--- src/rtl/mmcm_drp_pkg.sv ---
// Shared types and constants for the MMCM DRP reconfiguration controller.
package mmcm_drp_pkg;

  localparam int DRP_AW = 7;
  localparam int DRP_DW = 16;

  localparam logic [1:0] ERR_NONE = 2'd0;
  localparam logic [1:0] ERR_DRDY = 2'd1;
  localparam logic [1:0] ERR_LOCK = 2'd2;

  typedef enum logic [3:0] {
    ST_IDLE,
    ST_RST,
    ST_RD,
    ST_RD_WAIT,
    ST_WR,
    ST_WR_WAIT,
    ST_NEXT,
    ST_LOCK,
    ST_ERR
  } drp_state_t;

  typedef struct packed {
    logic [DRP_AW-1:0] addr;
    logic [DRP_DW-1:0] mask;
    logic [DRP_DW-1:0] data;
    logic              last;
  } drp_entry_t;

  // Read-modify-write merge: mask bits set keep the register, clear bits take new data.
  function automatic logic [DRP_DW-1:0] drp_merge(input logic [DRP_DW-1:0] rd,
                                                  input logic [DRP_DW-1:0] mask,
                                                  input logic [DRP_DW-1:0] data);
    return (rd & mask) | (data & ~mask);
  endfunction

endpackage

--- src/rtl/sync_2ff.sv ---
// Two-flop synchronizer for a single asynchronous level signal.
module sync_2ff (
  input  logic clk,
  input  logic rst_n,
  input  logic d,
  output logic q
);

  logic meta;

  // Shift the asynchronous input through two flops to settle metastability.
  always_ff @(posedge clk or negedge rst_n) begin
    if (!rst_n) begin
      meta <= 1'b0;
      q    <= 1'b0;
    end else begin
      meta <= d;
      q    <= meta;
    end
  end

endmodule

--- src/rtl/mmcm_drp_ctrl.sv ---
// Run-time MMCM reconfiguration through DRP: holds the MMCM in reset, applies
// a stream of read-modify-write register updates, then waits for lock.
module mmcm_drp_ctrl
  import mmcm_drp_pkg::*;
#(
  parameter int RST_HOLD     = 8,
  parameter int DRDY_TIMEOUT = 255,
  parameter int LOCK_TIMEOUT = 65535,
  parameter int SYNC_IGNORE  = 4
) (
  input  logic              clk,
  input  logic              resetn,
  input  logic              s_valid,
  output logic              s_ready,
  input  logic [DRP_AW-1:0] s_addr,
  input  logic [DRP_DW-1:0] s_mask,
  input  logic [DRP_DW-1:0] s_data,
  input  logic              s_last,
  output logic              drp_den,
  output logic              drp_dwe,
  output logic [DRP_AW-1:0] drp_daddr,
  output logic [DRP_DW-1:0] drp_di,
  input  logic [DRP_DW-1:0] drp_do,
  input  logic              drp_drdy,
  output logic              mmcm_rst,
  input  logic              mmcm_locked,
  output logic              busy,
  output logic              done,
  output logic              err,
  output logic [1:0]        err_code
);

  localparam int HOLD_W = $clog2(RST_HOLD + 1);
  localparam int WT_W   = $clog2(DRDY_TIMEOUT + 1);
  localparam int LK_W   = $clog2(LOCK_TIMEOUT + 1);

  localparam logic [HOLD_W-1:0] HOLD_LOAD = HOLD_W'(RST_HOLD - 1);
  localparam logic [WT_W-1:0]   WT_LAST   = WT_W'(DRDY_TIMEOUT - 1);
  localparam logic [LK_W-1:0]   LK_LAST   = LK_W'(LOCK_TIMEOUT - 1);
  localparam logic [LK_W-1:0]   LK_IGN    = LK_W'(SYNC_IGNORE);

  drp_state_t        state;
  drp_entry_t        entry;
  logic              alive;
  logic              locked_s;
  logic              accept;
  logic [HOLD_W-1:0] hold_cnt;
  logic [WT_W-1:0]   wait_cnt;
  logic [LK_W-1:0]   lock_cnt;

  sync_2ff u_lock_sync (
    .clk   (clk),
    .rst_n (resetn),
    .d     (mmcm_locked),
    .q     (locked_s)
  );

  // alive keeps s_ready low while reset is held and for the first edge after release.
  assign s_ready = alive && ((state == ST_IDLE) || (state == ST_NEXT));
  assign busy    = (state != ST_IDLE);
  assign accept  = s_valid && s_ready;

  // Register each accepted entry; payload only, so no reset is needed.
  always_ff @(posedge clk) begin
    if (accept) begin
      entry <= '{addr: s_addr, mask: s_mask, data: s_data, last: s_last};
    end
  end

  // Reconfiguration sequencer with registered DRP, reset and status outputs.
  always_ff @(posedge clk or negedge resetn) begin
    if (!resetn) begin
      state     <= ST_IDLE;
      alive     <= 1'b0;
      drp_den   <= 1'b0;
      drp_dwe   <= 1'b0;
      drp_daddr <= '0;
      drp_di    <= '0;
      mmcm_rst  <= 1'b0;
      done      <= 1'b0;
      err       <= 1'b0;
      err_code  <= ERR_NONE;
      hold_cnt  <= '0;
      wait_cnt  <= '0;
      lock_cnt  <= '0;
    end else begin
      alive   <= 1'b1;
      done    <= 1'b0;
      drp_den <= 1'b0;
      drp_dwe <= 1'b0;
      case (state)
        ST_IDLE: begin
          if (accept) begin
            mmcm_rst <= 1'b1;
            err      <= 1'b0;
            err_code <= ERR_NONE;
            hold_cnt <= HOLD_LOAD;
            state    <= ST_RST;
          end
        end
        ST_RST: begin
          if (hold_cnt == '0) begin
            drp_den   <= 1'b1;
            drp_daddr <= entry.addr;
            state     <= ST_RD;
          end else begin
            hold_cnt <= hold_cnt - 1'b1;
          end
        end
        ST_RD: begin
          wait_cnt <= '0;
          state    <= ST_RD_WAIT;
        end
        ST_RD_WAIT: begin
          if (drp_drdy) begin
            drp_den <= 1'b1;
            drp_dwe <= 1'b1;
            drp_di  <= drp_merge(drp_do, entry.mask, entry.data);
            state   <= ST_WR;
          end else if (wait_cnt == WT_LAST) begin
            err_code <= ERR_DRDY;
            state    <= ST_ERR;
          end else begin
            wait_cnt <= wait_cnt + 1'b1;
          end
        end
        ST_WR: begin
          wait_cnt <= '0;
          state    <= ST_WR_WAIT;
        end
        ST_WR_WAIT: begin
          if (drp_drdy) begin
            if (entry.last) begin
              mmcm_rst <= 1'b0;
              lock_cnt <= '0;
              state    <= ST_LOCK;
            end else begin
              state <= ST_NEXT;
            end
          end else if (wait_cnt == WT_LAST) begin
            err_code <= ERR_DRDY;
            state    <= ST_ERR;
          end else begin
            wait_cnt <= wait_cnt + 1'b1;
          end
        end
        ST_NEXT: begin
          // MMCM is still in reset, so the next entry goes straight to its read.
          if (accept) begin
            drp_den   <= 1'b1;
            drp_daddr <= s_addr;
            state     <= ST_RD;
          end
        end
        ST_LOCK: begin
          // The synced lock may still be stale from before the reset; ignore it briefly.
          if ((lock_cnt >= LK_IGN) && locked_s) begin
            done  <= 1'b1;
            state <= ST_IDLE;
          end else if (lock_cnt == LK_LAST) begin
            err_code <= ERR_LOCK;
            state    <= ST_ERR;
          end else begin
            lock_cnt <= lock_cnt + 1'b1;
          end
        end
        ST_ERR: begin
          err   <= 1'b1;
          state <= ST_IDLE;
        end
        default: state <= ST_IDLE;
      endcase
    end
  end

endmodule

--- config.mk ---
export PLATFORM = sky130hd
export DESIGN_NAME = mmcm_drp_ctrl
export DESIGN_NICKNAME = d
export VERILOG_FILES = /design/src/rtl/mmcm_drp_pkg.sv /design/src/rtl/sync_2ff.sv /design/src/rtl/mmcm_drp_ctrl.sv
export SDC_FILE = /design/constraint.sdc
export NUM_CORES = 1
export LEC_CHECK = 0
export ABC_AREA = 1
export BUFFER_PORTS_ARGS = -buffer_cell sky130_fd_sc_hd__buf_2
export CORE_MARGIN = 2
export CORE_UTILIZATION = 45
export CTS_BUF_LIST = sky130_fd_sc_hd__clkbuf_2
export CTS_CLUSTER_DIAMETER = 50
export DETAILED_ROUTE_END_ITERATION = 16
export PLACE_DENSITY_LB_ADDON = 0.05
export REMOVE_ABC_BUFFERS = 1
export SYNTH_ARGS = -nofsm -noshare
export SYNTH_HDL_FRONTEND = slang
export SYNTH_SLANG_ARGS = --single-unit
export TNS_END_PERCENT = 30
--- constraint.sdc ---
create_clock -name clk -period 2.6 [get_ports clk]
set_input_delay 0.52 -clock clk [delete_from_list [all_inputs] [get_ports clk]]
set_output_delay 0.52 -clock clk [all_outputs]
set_load 0.01 [all_outputs]
==> results.txt, run 1 <==
The clock reaches the later pin of the worst-skew pair after 0.55 ns. The average footprint of a synthesized cell came out at 8.92 um^2. For the worst setup path, the data arrival time is 1.85 ns. The number of cells traversed by the worst register-to-register path came out at 9. Across the VDD grid, the largest voltage drop is 0.362 mV. The total power divided by cell area is 854 nW/um^2. Data on the critical path is required at its endpoint by 2.08 ns. The half-perimeter wire length after detailed placement is 7050 um. Clock tree synthesis inserted a total of 9 buffers. The worst setup path is launched from a flop.

The number of filler instances in the final layout came out at 1033. In this run, the number of DRC markers left after iteration 0 of detailed routing was 172. The clock tree skew after final layout came out at 0.0210 ns. The async set-reset flop share out of synthesis came out at 61.9%. The count of distinct cell types in the synthesized netlist came out at 33. The overall routed net length is 9780 um.

The number of detailed-route iterations in the first pass came out at 4. The number of setup violations in the final report came out at 0. The signed area change from the synthesized netlist to the final layout is 14.4%. The maximum number of pins on one net before global-route repair is 66. The top-area cell type share of the netlist area came out at 32.3%. The cell count of the worst hold path came out at 1.

The top-level I/O count is 93. The number of placed instances, taps included, is 791. The core region is 10900 um^2. During synthesis, Yosys emitted a total of 0 warnings.

The via count came out at 3785. For the final routed database, the setup TNS stands at 0 ns. The worst setup path is captured at a primary output. Global routing finished with a remaining overflow of 0.

The count of state elements after synthesis came out at 105. The portion of the post-synthesis area used by sequential elements came out at 56.1%. The final number of hold-violating endpoints is 0. The critical path is of the flop to primary output type. The count of cells in the finished layout, fillers not included, comes to 809. Buffers placed on the I/O ports in this run total 92. In this run the worst setup path begins at state[2]. In the post-route analysis, the smallest setup slack over all paths is 0.232 ns. In this run the critical register-to-register path is launched from state[2]. The minimum clock period after layout is 2.37 ns. The analysis attributes to cell leakage a power of 2.71 nW. The level count of the clock H-tree is 3. The number of clock sinks is 105. The most frequently used cell type in the post-synthesis netlist is nand2_1. The startpoint of the lowest-slack hold path is s_last. The number of antenna violations at the first check in global routing is 0. Headroom to the max-slew limit came out at 59.1%.

The total number of placement rows came out at 38. Routability-driven placement finished with a final weighted congestion of 0.954. The period utilization came out at 91.1%. The final number of max-transition violations came out at 0. The number of maximum-capacitance violations is 0. The setup slack at placement came out at 0.657 ns. In the final layout, flip-flops and latches occupy 2830 um^2.

The number of global-route vias before repair is 3655. The tightest min-delay check is of the input pin to flop type. CTS placed an instance of clkbuf_2 at the clock tree root. The total standard cell area after synthesis came out at 5040 um^2. The worst-case clock buffer depth is 2.

The first-pass GRT wire length is 16500 um. The total routing usage reported by global routing is 17.8%. TritonCTS built the clock tree.

Clock-pin slew was measured on the worst setup and hold paths at 0.27 ns. Setup repair after global routing left no endpoint under its margin. The number of hold buffers added after CTS was 2.

The number of synthesized flops with an enable pin came out at 40. After detailed routing, the average wire length per cell comes to 12.1 um. The commonest cells after synthesis are 188 x nand2_1, 65 x dfrtp_1, 57 x nor2_1, 55 x inv_1, 40 x edfxtp_1. At the pin with the least slew margin, the transition time is 0.613 ns.

The fraction of layout cells with a size suffix above 1 is 21.4%. The post-cts sizing count came out at 0. The post-route DRC violation count is 0. 0 antenna diodes ended up in the layout. The width of the chip came out at 110 um. The number of setup buffers added after CTS is 0. After detailed routing, the number of vias per cell comes to 4.68.

The cell area after layout is 5770 um^2. The achievable clock frequency came out at 422 MHz. The floorplan step defined a die boundary enclosing 12100 um^2. The number of standard cells after synthesis is 565. The area taken by multi-input logic gates came out at 1890 um^2.

The dominant register cell in the synthesized netlist is dfrtp_1. The initial cell density of the core is 46.3%. Sorting the synthesized cells by area gives the leading types as dfrtp_1 32%, edfxtp_1 24%, nand2_1 14%, nor2_1 4.2%, inv_1 4.1%.

The net count of the finished layout is 731. The total cell area at the placement stage is 5640 um^2. The library cell occupying the most area in the post-synthesis netlist is dfrtp_1. The die is 110 um tall.

The flow ran to the end, and the final reports show no timing, DRC or antenna violations. Once detail routing completed, the nets flagged for antenna violations numbered 0. Of all nets on the critical path, the largest fanout is 5.
## where the power goes
group	internal (W)	switching [W]
combinational	0.000658	0.00121
sequential	0.00210	0.000206
clock	0.000225	0.000525
total	0.00298	0.00194
## layout by cell type (no fill, tap or decap), types with 2 or more instances in the layout
cell / n
nand2_1: 188
buf_2: 92
dfrtp_1: 65
nor2_1: 57
inv_1: 55
edfxtp_1: 40
o21ai_0: 26
nand3_1: 23
o21a_1: 16
xor2_1: 14
o21ai_1: 11
clkbuf_2: 11
inv_2: 8
nor2_4: 6
a21oi_1: 6
ha_1: 6
nand2_2: 5
nor2_2: 4
nand4_1: 4
xnor2_1: 4
nand2_4: 3
nor3_1: 3
clkinvlp_4: 3
buf_4: 3
nand3_2: 2
a21oi_2: 2
dlygate4sd3_1: 2
## path summary, 6_finish.rpt
check                           endpoint  slack, ns
min reg2reg                u_lock_sync.q       0.42
max in group asynchronous    err_code[1]       1.83
max reg2reg                 drp_daddr[5]       0.61
max                              s_ready       0.23
min                             entry[0]       0.12
min in group asynchronous   lock_cnt[12]       0.46
## metal layers
metal  routed length, um  global-route usage [%]
met1                4750                    23.9
met2                4440                    27.8
met3                 476                    4.68
met4                 116                    6.06
met5                   0                       0
## worst max-delay path: stages (launching register included)
cell and delay (ns):
dfrtp_1 0.50, nor2_2 0.22, nand2_1 0.22, nand2_4 0.13
nand2_1 0.06, inv_1 0.05, buf_2 0.11
## per-stage QoR
stage / hold slack (ns) / util, % / power, W
after CTS: 0.0470 / 53.0 / 0.00499
after global routing: 0.0302 / 53.0 / 0.00533
after global placement: 0.349 / 51.8 / 0.00419
after detailed placement: 0.350 / 51.8 / 0.00423
after floorplan: 0.224 / - / 0.00358
final: 0.116 / 53.0 / 0.00492
## final cells by class
| class | count | share of cell area [%] |
|---|---|---|
| Tap cell | 140 | 3.04 |
| Sequential cell | 105 | 49.0 |
| Timing Repair Buffer | 98 | 9.07 |
| Clock inverter | 5 | 0.976 |
| Inverter | 64 | 4.21 |
| Clock buffer | 11 | 0.954 |
| Multi-Input combinational cell | 386 | 32.7 |
## cells by family (layout without fill, tap and decap cells)
group | after synthesis | count (layout) | share of synthesized area, %
buf+inv | 74 | 178 | 6.48
fa+ha+maj | 6 | 6 | 1.49
compound gates | 63 | 63 | 7.30
xor+xnor | 18 | 18 | 3.13
flops | 105 | 105 | 56.1
simple gates | 298 | 298 | 25.5
other cells | 1 | 1 | 0.0744
## flip-flops by register name, indices dropped and copies added (netlist names), 2 cells and up
name,cells
lock_cnt,16
hold_cnt,4
wait_cnt,8
drp_daddr,7
drp_di,16
state,4
entry,40
err_code,2
(Power assumes the default switching activity.)
==> run 2: changes to the inputs <==
PLACE_DENSITY = 0.7   (was not set)
PLACE_DENSITY_LB_ADDON = not set   (was 0.05)
==> results.txt, run 2 (synthesized netlist as in run 1, its figures left out) <==
Result of the run: finished, final reports clean (unchanged). Most frequent cells in the layout: 187 x nand2_1, 92 x buf_2, 64 x dfrtp_1 (was 188 x nand2_1, 92 x buf_2, 65 x dfrtp_1). The largest fanout on the critical path came out at 11 (was 5). The level count of the clock H-tree came to 3 (unchanged). Regs by FF count: entry (40), drp_di (16), lock_cnt (16) (unchanged). The fraction of layout cells with a size suffix above 1 is 20.9% (was 21.4%).

The number of nets with antenna violations after detailed routing is 0 (unchanged). The total number of placement rows was 38 (unchanged). The number of detailed-route iterations in the first pass is 4 (unchanged). The worst-margin pin slew came to 0.602 ns (was 0.613 ns).

The largest register by flop count is entry (unchanged). The worst-case clock buffer depth is 2 (unchanged). The placeable core region was 10900 um^2 (unchanged). The achievable clock frequency is 416 MHz (was 422 MHz). The first-pass GRT wire length came out at 17200 um (was 16500 um). The number of diodes came out at 0 (unchanged).

The worst path arrival time came out at 1.89 ns (was 1.85 ns). The routed wire length per instance was 12.8 um (was 12.1 um). The reported leakage power came out at 2.86 nW (was 2.71 nW).

The number of clock sinks is 105 (unchanged). The clock buffer count from CTS is 9 (unchanged). Unrepaired setup endpoints after global routing: no (unchanged). The worst max-slew margin expressed relative to the limit came out at 59.9% (was 59.1%). The number of setup buffers added after CTS is 0 (unchanged). The tightest hold margin came to 0.0587 ns (was 0.116 ns). The final number of hold-violating endpoints came out at 0 (unchanged). The overall routed net length came to 10800 um (was 9780 um). The width of the chip came out at 110 um (unchanged).

The number of antenna violations at the first check in global routing is 0 (unchanged). The peak supply drop came out at 0.534 mV (was 0.362 mV). The number of setup violations in the final report came out at 0 (unchanged). The overall die area is 12100 um^2 (unchanged). The via count is 4033 (was 3785). The clock tree skew after final layout was 0.0327 ns (was 0.0210 ns). The critical path launch point type is a flop (unchanged). The maximum number of pins on one net before global-route repair came out at 35 (was 66). The number of flip-flops under the largest register name is 40 (unchanged). The buffer type at the clock tree root is clkbuf_2 (unchanged).

The critical path endpoint category is a primary output (unchanged). The data required time of the worst path came out at 2.08 ns (about the same). The count of buffers from port buffering came out at 92 (unchanged). The number of nets in the finished design came out at 764 (was 731). The half-perimeter wire length after detailed placement is 7340 um (was 7050 um). The worst hold-check path type is input pin to flop (unchanged).

The period utilization is 92.5% (was 91.1%). The leftover overflow at the end of global routing is 0 (unchanged). The leading cell type in the layout, fill and taps excluded is nand2_1 (unchanged). The initial cell density of the core came out at 46.3% (unchanged). The number of filler instances in the final layout is 961 (was 1033). The critical setup path kind is flop to primary output (unchanged). The clock tree from TritonCTS is done (unchanged).

The number of global-route vias before repair is 3757 (was 3655). The vertical die dimension came out at 110 um (unchanged). The final number of max-transition violations is 0 (unchanged).

The placed instance count came to 792 (was 791). The final weighted congestion in routability-driven placement is 0.860 (was 0.954). The number of DRC markers after the initial detailed-route iteration is 233 (was 172).

The total routing usage reported by global routing came out at 18.6% (was 17.8%). The number of maximum-capacitance violations came out at 0 (unchanged). The signed area change from the synthesized netlist to the final layout came out at 21.8% (was 14.4%). The total power divided by cell area is 844 nW/um^2 (was 854 nW/um^2). The post-detailed-route via-to-cell ratio came out at 4.79 (was 4.68). The final instance count without filler cells came to 842 (was 809). The clock latency on the worst-skew pair came out at 0.63 ns (was 0.55 ns).

The top-level I/O count is 93 (unchanged). The minimum clock period after layout came out at 2.41 ns (was 2.37 ns). The post-route DRC violation count is 0 (unchanged). The total negative slack for setup checks was 0 ns (unchanged).

The CTS clock-pin slew for the worst setup and hold paths is 0.31 ns (was 0.27 ns).
[run 2: changes by cell type in the layout (fill, tap and decap cells not counted), sizes merged]
| cell | before | now |
|---|---|---|
| clkinvlp | 3 | 0 |
| clkinv | 1 | 3 |
| buf | 96 | 97 |
| inv | 64 | 66 |
| bufinv | 1 | 2 |
| clkbuf | 11 | 9 |
| dlygate4sd3 | 2 | 34 |
[run 2: stage by stage]
stage          worst slack [ns]  instance area [um^2]  total power, W  utilization [%]
6_report                  0.194                  6140         0.00519             56.4
5_1_grt                  0.0423                  6140         0.00555             56.4
4_1_cts                   0.117                  6040         0.00521             55.5
3_5_place_dp              0.689                  5630         0.00421             51.7
3_3_place_gp              0.819                  5630         0.00414             51.7
2_1_floorplan             0.284                  4960         0.00358                -
[run 2: what timing repair did]
action                                  4_1_cts  5_1_grt
resized for setup                             0        2
hold buffers                                 24       10
endpoints found under the setup margin        0        1
hold endpoints to repair                     37       10
[run 2: critical path, stage by stage, from the launching register on]
cell and delay, ns:
dfrtp_1 0.50, nor2_4 0.20, nand2_2 0.20, nand2_4 0.12, nand2_1 0.07, inv_1 0.05
buf_2 0.12
[run 2: per-layer routing]
| metal | wire, um | vias to the layer above | global-route usage [%] |
|---|---|---|---|
| met5 | 0 | - | 0 |
| met4 | 94 | 0 | 4.61 |
| met3 | 776 | 10 | 6.52 |
| met2 | 5290 | 107 | 30.3 |
| met1 | 4630 | 1859 | 23.6 |
| li1 | - | 2057 | - |
[run 2: power breakdown]
group | total, W | switching [W] | internal [W]
clock network | 0.000968 | 0.000618 | 0.000351
registers | 0.00232 | 0.000221 | 0.00210
logic | 0.00189 | 0.00120 | 0.000691
total | 0.00519 | 0.00204 | 0.00314
[run 2: area by class of cell]
cell class / count / area, um^2 / area share, %
inverter: 64 / 243 / 3.95
sequential: 105 / 2830 / 46.1
clock inverter: 7 / 121 / 1.98
clock buffer: 9 / 45.0 / 0.733
timing repair buffer: 131 / 838 / 13.6
tap: 140 / 175 / 2.85
multi-input combinational: 386 / 1890 / 30.8
[run 2: path summary, 6_finish.rpt]
check | from | end | slack, ns | cells past startpoint
setup / recovery | state[3] | s_ready | 0.19 | 6
hold / removal | s_data[5] | entry[6] | 0.06 | 1
setup reg to reg | state[1] | drp_daddr[0] | 0.64 | 9
hold reg to reg | u_lock_sync.meta | u_lock_sync.q | 0.39 | 0
max in group asynchronous | resetn | wait_cnt[1] | 1.58 | 3
min in group asynchronous | resetn | drp_di[10] | 0.28 | 2
